<file path="config.mk">
export PLATFORM = sky130hd
export DESIGN_NAME = ones_count_accumulator
export DESIGN_NICKNAME = d
export VERILOG_FILES = /design/src/rtl/ones_count_accumulator.sv
export SDC_FILE = /design/constraint.sdc
export NUM_CORES = 1
export LEC_CHECK = 0
export ABC_AREA = 1
export BUFFER_PORTS_ARGS = -buffer_cell sky130_fd_sc_hd__buf_2
export CAP_MARGIN = 20
export CORE_MARGIN = 10
export CORE_UTILIZATION = 49
export DETAILED_ROUTE_END_ITERATION = 10
export GPL_TIMING_DRIVEN = 0
export HOLD_SLACK_MARGIN = 0.05
export PLACE_DENSITY_LB_ADDON = 0.3
export SETUP_SLACK_MARGIN = 0.5
export SYNTH_ARGS = -nofsm -noshare
export SYNTH_HDL_FRONTEND = slang
export SYNTH_SLANG_ARGS = --single-unit
</file>
<file path="constraint.sdc">
create_clock -name clk -period 3.56 [get_ports clk]
set_input_delay 0.712 -clock clk [delete_from_list [all_inputs] [get_ports clk]]
set_output_delay 0.712 -clock clk [all_outputs]
set_load 0.01 [all_outputs]
</file>
<file path="src/rtl/ones_count_accumulator.sv">
// Frame accumulator for the per-word ones count: sums FRAME_LEN beats, tracks the
// largest beat and saturation, and holds the result on a valid/ready output.
//
// state | meaning
// ACCUM | accepting beats, in_ready=1
// DONE  | frame result presented, waiting for out_ready
module ones_count_accumulator #(
  parameter int FRAME_LEN = 8,
  parameter int SUM_W     = 5
) (
  input  logic             clk,
  input  logic             rst,
  input  logic [1:0]       count,
  input  logic             in_valid,
  output logic             in_ready,
  output logic             out_valid,
  input  logic             out_ready,
  output logic [SUM_W-1:0] total,
  output logic [1:0]       frame_max,
  output logic             sat
);

  localparam logic [7:0] LAST_BEAT = 8'(FRAME_LEN - 1);

  typedef enum logic {ACCUM, DONE} state_t;

  state_t           state, state_nxt;
  logic [SUM_W-1:0] acc, acc_nxt;
  logic [1:0]       mx, mx_nxt;
  logic [7:0]       beat;
  logic             sat_r, sat_nxt;
  logic [SUM_W:0]   sum_wide;
  logic             accept, last;

  assign accept = in_valid && in_ready;
  assign last   = (beat == LAST_BEAT);

  always_ff @(posedge clk) begin
    if (rst) state <= ACCUM;
    else     state <= state_nxt;
  end

  always_comb begin
    state_nxt = state;
    in_ready  = 1'b0;
    out_valid = 1'b0;
    case (state)
      ACCUM: begin
        in_ready = 1'b1;
        if (in_valid && last) state_nxt = DONE;
      end
      DONE: begin
        out_valid = 1'b1;
        if (out_ready) state_nxt = ACCUM;
      end
      default: state_nxt = ACCUM;
    endcase
  end

  // One extra bit of headroom: the carry out is exactly the saturation condition.
  always_comb begin
    sum_wide = {1'b0, acc} + {{(SUM_W-1){1'b0}}, count};
    sat_nxt  = sat_r | sum_wide[SUM_W];
    acc_nxt  = sum_wide[SUM_W] ? {SUM_W{1'b1}} : sum_wide[SUM_W-1:0];
    mx_nxt   = (count > mx) ? count : mx;
  end

  always_ff @(posedge clk) begin
    if (rst) begin
      acc       <= '0;
      mx        <= '0;
      beat      <= '0;
      sat_r     <= 1'b0;
      total     <= '0;
      frame_max <= '0;
      sat       <= 1'b0;
    end else if (accept) begin
      if (last) begin
        total     <= acc_nxt;
        frame_max <= mx_nxt;
        sat       <= sat_nxt;
        acc       <= '0;
        mx        <= '0;
        beat      <= '0;
        sat_r     <= 1'b0;
      end else begin
        acc   <= acc_nxt;
        mx    <= mx_nxt;
        sat_r <= sat_nxt;
        beat  <= beat + 8'd1;
      end
    end
  end

endmodule

</file>
### Yosys cells after proc, flatten, opt, wreduce, memory -nomap -nowiden

Cells that the tools add are included.

* word-level logic and storage cells: 28
* register bits: 25

* bitwise gates (word level): 2
* $add $sub $neg: 2
* eq/ne operators: 1
* reduce and logical (&&, ||, !) cells: 3
* mux-type cells: 11
* order comparisons: 1

Operator list (number)
* 5-bit two-way mux: 2
* 8-bit by 1-bit adder with 8-bit output, second input constant: 1
* 8-bit by 3-bit == test with 1-bit output, second input constant: 1
* 8-bit two-way mux: 1
* 5-bit by 2-bit adder with 6-bit output: 1
* 1-bit two-way mux: 5
* 2-bit two-way mux: 2
* 2-bit greater-than comparator: 1
* 1-bit logical AND: 2
* 1-bit case mux with 2 select lines: 1
* 2-bit AND reduction: 1
* 1-bit NOT: 1
* 1-bit OR: 1

### Longest topological paths before layout

Gate-level depths: netlist of run 1.

* word-level depth: 4
* gate-level depth with buffers: 9

### Worst setup path before layout of run 1

No wires, ideal clock.

* kind: input port to flip-flop
* start point: input count[0]
* end point: register acc[2]
* data required time: 3.426 ns
* buffers on the path: 0
* cell stages on the path: 6
* arrival: 1.642 ns
* path slack: 1.784 ns
* path through: ha_1 fa_1 xnor2_1 nand2_1 nand2_1 a21oi_1

* longest elaborated chain between the ends: 3

RTL lines
* start: declaration: RTL line 13 `input logic [1:0] count,`
* 5-bit by 2-bit adder with 6-bit output: RTL line 62 `sum_wide = {1'b0, acc} + {{(SUM_W-1){1'b0}}, count};`
* 5-bit two-way mux: RTL line 64 `acc_nxt = sum_wide[SUM_W] ? {SUM_W{1'b1}} : sum_wide[SUM_W-1:0];`
* 5-bit two-way mux: RTL line 78 `if (last) begin`
* end signal: assignment: RTL line 87 `acc <= acc_nxt;`
* end: declaration: RTL line 28 `logic [SUM_W-1:0] acc, acc_nxt;`

Every way passes these cells.
A chain may end at the register's enable or synchronous reset.

### Final worst setup path of run 1

* start point: input count[0]
* end point: register acc[4]

The elaborated chain is that of the path after synthesis.

==> results.toml, run 1 <==
[timing]
setup_viol = 0
fin_crit_ns = 1.694
hold_ws_ns = 0.4777
max_freq_ghz = 0.5903
fin_worst_skew_ns = 0.009443
period_share_pct = 47.59
slew_viol_final = 0
tns_ns = 0
finalHoldViolations = 0
worst_pin_slew_ns = 0.5285
max_slew_margin_pct = 64.76
rsz0062_at_grt = "no"

[critical_path]
criticalPathCategory = "input port to flop"
crit_start = "count[0]"
critPathLaunchType = "input port"
cp-end-kind = "flop"
required_ns = 3.82
worst-path-max-fanout = 3
cp_data_arrival_time_ns = 1.96
r2r_start = "acc[0]"

[floorplan]
die_x_um = 71.14
rows = 18
start_util_pct = 51.72
dieArea_mm2 = 0.005060
die_y_um = 71.14
io_pins = 16
core-area_mm2 = 0.002477

[cells_and_area]
nets = 216
fin_cells = 232
drive_gt1_share_pct = 15.84
syn_to_final_growth_pct = 10.84
antenna-diode-count = 0
nFillCells = 253

[drt]
dr_total_vias = 1151
drt_pre_antenna_iters = 4
drc_errors = 0
ant_nets = 0
drt_iter0_drc = 48
vias_per_cell = 4.961
totalWireLength_mm = 2.620
wire_per_inst_um = 11.29

[synthesis]
ys_ff_latch = 25
yosys_warnings = 0
synth_fp_nets = 196
synth_area_leaders = "dfxtp_1, nand2_1, nand3_1"
syn_avg_cell_area_um2 = 7.001
synth_top_area_share_pct = 39.06
synth.distinct_cells = 24
synth_edf_count = 0
yosysSeqAreaShare_pct = 39.06
synth_most_common_cell = "nand2_1"
synth_top_area_cell = "dfxtp_1"
syn-cell-area_mm2 = 0.001281
synth-main-ff-cell = "dfxtp_1"
synthTopCellsByCount = "nand2_1, dfxtp_1, nand3_1, inv_1, nor2_1"
syn_inst = 183
async_reset_ff_share_pct = 0

[grt]
use_met2_pct = 19.29
grt_util_met3_pct = 2.232
globalRouteOverflowTotal = 0
grt_max_degree = 14
grtUsageTotal_pct = 10.56
met1_usage_pct = 11.69
top_usage_layer = "met2"
grt_pass1_vias = 1103
grt_pass1_wl_mm = 4.616
antenna_found_initial = 0

[clock_tree]
ctsHtreeMaxLevel = 1
insertion_delay_ns = 0.33
cts_buffer_depth = 2
cts_hold_buf = 0
cts_setup_buffers = 0
cts_buffers = 3
clockRootBuffer = "clkbuf_4"
ctsResizeCount = 0
cts_tree = "yes"
cts.sinks = 25
clk_pin_slew_worst_paths_ns = 0.14

[run_status]
outcome = "finished clean"

[min_path]
hp-start = "total[0]"
holdCritPathClass = "flop to flop"

[pwr]
p_leak_nw = 0.6727
peakVddDrop_uv = 217.0
power_density_mw_per_mm2 = 334.6

[place]
hpwl_mm = 1.969
gp_congestion = 0.8224
io_buffers = 15
dp_cells = 228

[job]
drv_cap = 0
## cells in the final DEF (no fill, tap or decap)
cell type | synthesis | layout
nand2_1 | 64 | 64
nand2_2 | 1 | 1
nand3_1 | 20 | 20
nor2_4 | 1 | 1
ha_1 | 6 | 6
xnor2_1 | 1 | 1
clkbuf_4 | 0 | 3
clkinv_1 | 1 | 1
a21oi_1 | 10 | 10
nor2_2 | 2 | 2
buf_2 | 2 | 17
a21oi_2 | 1 | 1
nand4_1 | 2 | 2
nor3b_2 | 1 | 1
nor2_1 | 14 | 14
nor3_1 | 2 | 2
or2_2 | 2 | 2
nor3_2 | 1 | 1
o21ai_0 | 3 | 3
nand2_4 | 1 | 1
clkbuf_1 | 1 | 2
dfxtp_1 | 25 | 25
inv_1 | 19 | 19
fa_1 | 1 | 1
buf_6 | 2 | 2
## final cells by class
| class | instances | area [um^2] | area share, % |
|---|---|---|---|
| Multi-Input combinational cell | 133 | 669.4 | 47.14 |
| Sequential cell | 25 | 500.5 | 35.24 |
| Timing Repair Buffer | 15 | 75.07 | 5.286 |
| Inverter | 20 | 75.07 | 5.286 |
| Tap cell | 30 | 37.54 | 2.643 |
| Buffer | 5 | 36.28 | 2.555 |
| Clock buffer | 4 | 26.28 | 1.850 |
## worst max-delay path, stage by stage
cell and delay [ns]:
buf_2 0.12, ha_1 0.22, fa_1 0.43, nand3_1 0.11
nand2_1 0.06, nand3_1 0.10, nand2_1 0.07, a21oi_1 0.13
## sequential cells by signal, indices dropped and copies added, names as in the netlist
signal	count
frame_max	2
acc	5
mx	2
state	1
sat	1
beat	8
sat_r	1
total	5
## per-stage QoR
stage	area, um^2	power (mW)	util [%]	worst slack (ns)
5_1_grt	1420	0.4956	57.32	1.768
3_5_place_dp	1394	0.3482	56.26	1.556
6_report	1420	0.4752	57.32	1.866
3_3_place_gp	1394	0.3453	56.26	1.583
2_1_floorplan	1281	0.3334	-	1.784
4_1_cts	1420	0.4736	57.32	1.886
## layer usage
| layer | up-vias | routed length, um |
|---|---|---|
| met5 | - | 0 |
| met4 | 0 | 38 |
| met3 | 4 | 90 |
| met2 | 12 | 1316 |
| met1 | 517 | 1175 |
| li1 | 618 | - |
## logic make-up (layout without fill, tap and decap cells)
group / count (synthesis) / in the layout / share of synthesized area [%]
and+or+nand+nor: 111 / 111 / 38.38
DFF: 25 / 25 / 39.06
buffers and inverters: 25 / 44 / 8.691
AOI/OAI and AO/OA: 14 / 14 / 5.762
adders and majority gates: 7 / 7 / 7.422
xor gates and xnor gates: 1 / 1 / 0.6837
## worst paths after layout
kind              endpoint  slack (ns)  depth (start not counted)
setup / recovery    acc[4]        1.87                          8
hold / removal    total[0]        0.48                          2
hold reg to reg   total[0]        0.48                          2
setup reg to reg    acc[4]        2.04                          7
## power breakdown
part	switching (mW)	internal, mW	leakage, nW
combinational	0.0330	0.0186	0.455
clock	0.0889	0.0440	0.0150
sequential	0.00467	0.286	0.203
(Power assumes the default switching activity.)
==> run 2: changes to the inputs <==
- clock period: 3.56 -> 1.7 ns (I/O delays scaled with it)
==> run 2 against run 1 <==
  * Wire length rose by 27%
  * Non-clock buffer count rose by 12
  * Worst setup slack got worse by 1.5 ns
  * Sequential power rose by 110%
  * Count of clock-buffer cells in the layout did not move
  * Clock power rose by 95%
  * First-iteration DRC count rose by 81%
  * Hold slack got worse by 0.22 ns
  * Via count rose by 11%
  * Final area rose by 24%
  * Critical path type is now flop to flop
==> results.toml, run 2 (same netlist as run 1, synthesis figures left out) <==
[critical_path]
cp_data_arrival_time_ns = 1.61
crit_start = "acc[0]"
criticalPathCategory = "flop to flop"
worst-path-buf-inv = 1
r2r_start = "acc[0]"
path_cells = "ha_4 -> fa_2 -> inv_2 -> nand2_2 -> nand2_1 -> a21oi_1"
cp-end-kind = "flop"
cp_top_family = "adder cells"
slowest_stage = "fa_2"
required_ns = 1.94
critPathLaunchType = "flop"
worst-path-max-fanout = 2
cpPeakStageDelay_ns = 0.52

[timing]
slew_viol_final = 0
rsz0062_at_grt = "yes"
max_slew_margin_pct = 63.41
max_freq_ghz = 0.7258
period_share_pct = 81.05
worst_pin_slew_ns = 0.5488
finalHoldViolations = 0
tns_ns = 0
fin_crit_ns = 1.378
setup_viol = 0
fin_worst_skew_ns = 0.008089

[floorplan]
rows = 18
start_util_pct = 51.72
die_x_um = 71.14
core-area_mm2 = 0.002477
die_y_um = 71.14
dieArea_mm2 = 0.005060
io_pins = 16

[drt]
drt_iter0_drc = 87
ant_nets = 0
dr_total_vias = 1281
wire_per_inst_um = 13.56
vias_per_cell = 5.229
totalWireLength_mm = 3.322
drt_pre_antenna_iters = 4
drc_errors = 0

[cells_and_area]
final_cell_area_mm2 = 0.001760
antenna-diode-count = 0
reg.largest.list = "beat (8), acc (5), total (5)"
layout_common_cells = "nand2_1, dfxtp_1, inv_1, nand3_1, buf_2"
drive_gt1_share_pct = 39.53
layout_commonest_cell = "nand2_1"
top_register = "beat"
nets = 229
largest_reg_flops = 8
syn_to_final_growth_pct = 37.40

[place]
hpwl_mm = 2.052
io_buffers = 15
dpl_cell_area_mm2 = 0.001414
gp_congestion = 0.8417

[clock_tree]
ctsHtreeMaxLevel = 1
insertion_delay_ns = 0.31
cts.sinks = 25
cts_buffer_depth = 2
cts_buffers = 3
cts_tree = "yes"
clockRootBuffer = "clkbuf_4"
clk_pin_slew_worst_paths_ns = 0.12
cts_hold_buf = 0

[pwr]
power.share.sequential_pct = 59.0
p_leak_nw = 0.8149
p_clk_share_pct = 25.0
peakVddDrop_uv = 560.2
switching_share_pct = 26.60
power_density_mw_per_mm2 = 588.9
intPower_mw = 0.7610
comb_power_share_pct = 15.9
power_switching_mw = 0.2758
total_power_mw = 1.037

[grt]
antenna_found_initial = 0
grt_max_degree = 14
grt_pass1_vias = 1230
globalRouteOverflowTotal = 0
grt_pass1_wl_mm = 5.375
grtUsageTotal_pct = 12.52

[job]
drv_cap = 0

[min_path]
holdCritPathClass = "input port to flop"
hp-start = "rst"

[run_status]
outcome = "finished clean"
-- run 2: routing by layer --
metal	global-route usage (%)	up-vias	wire length (um)
li1	-	647	-
met1	13.80	595	1366
met2	22.65	27	1754
met3	2.092	12	101
met4	5.806	0	100
met5	0	-	0
-- run 2: cell type report --
class	count	area, um^2
multi-input combinational	134	873.3
fill	192	716.9
sequential	25	513.0
timing repair buffer	27	188.9
inverter	20	82.58
buffer	5	38.79
tap	30	37.54
clock buffer	4	26.28
-- run 2: final timing paths --
path	end	slack, ns	depth (start not counted)
worst max-delay path	acc[1]	0.32	6
worst min-delay path	beat[1]	0.26	2
worst max register to register	acc[1]	0.32	6
worst min register to register	frame_max[0]	0.48	2
-- run 2: stage by stage --
step / instances / hold slack, ns / setup slack (ns) / util, %
3_3_place_gp: 228 / 0.4538 / 0.1872 / 57.07
3_5_place_dp: 228 / 0.4572 / 0.1581 / 57.07
4_1_cts: 239 / 0.2445 / 0.3266 / 63.59
5_1_grt: 245 / 0.2386 / 0.2461 / 71.06
6_report: 245 / 0.2617 / 0.3221 / 71.06
2_1_floorplan: 183 / 0.4091 / 0.3753 / -
-- run 2: timing repair --
item | in CTS | in global routing
gates resized for setup | 25 | 36
setup buffers | 5 | 6
endpoints found under the setup margin | 24 | 26
gates cloned | 2 | 0
pin swaps | 7 | 20
-- run 2: power groups by stage --
stage               Clock, mW  Combinational (mW)  Sequential (mW)
floorplan                   0              0.0822            0.620
global placement            0               0.107            0.621
detailed placement          0               0.112            0.623
CTS                     0.266               0.132            0.610
global route            0.300               0.185            0.614
finish                  0.259               0.165            0.612
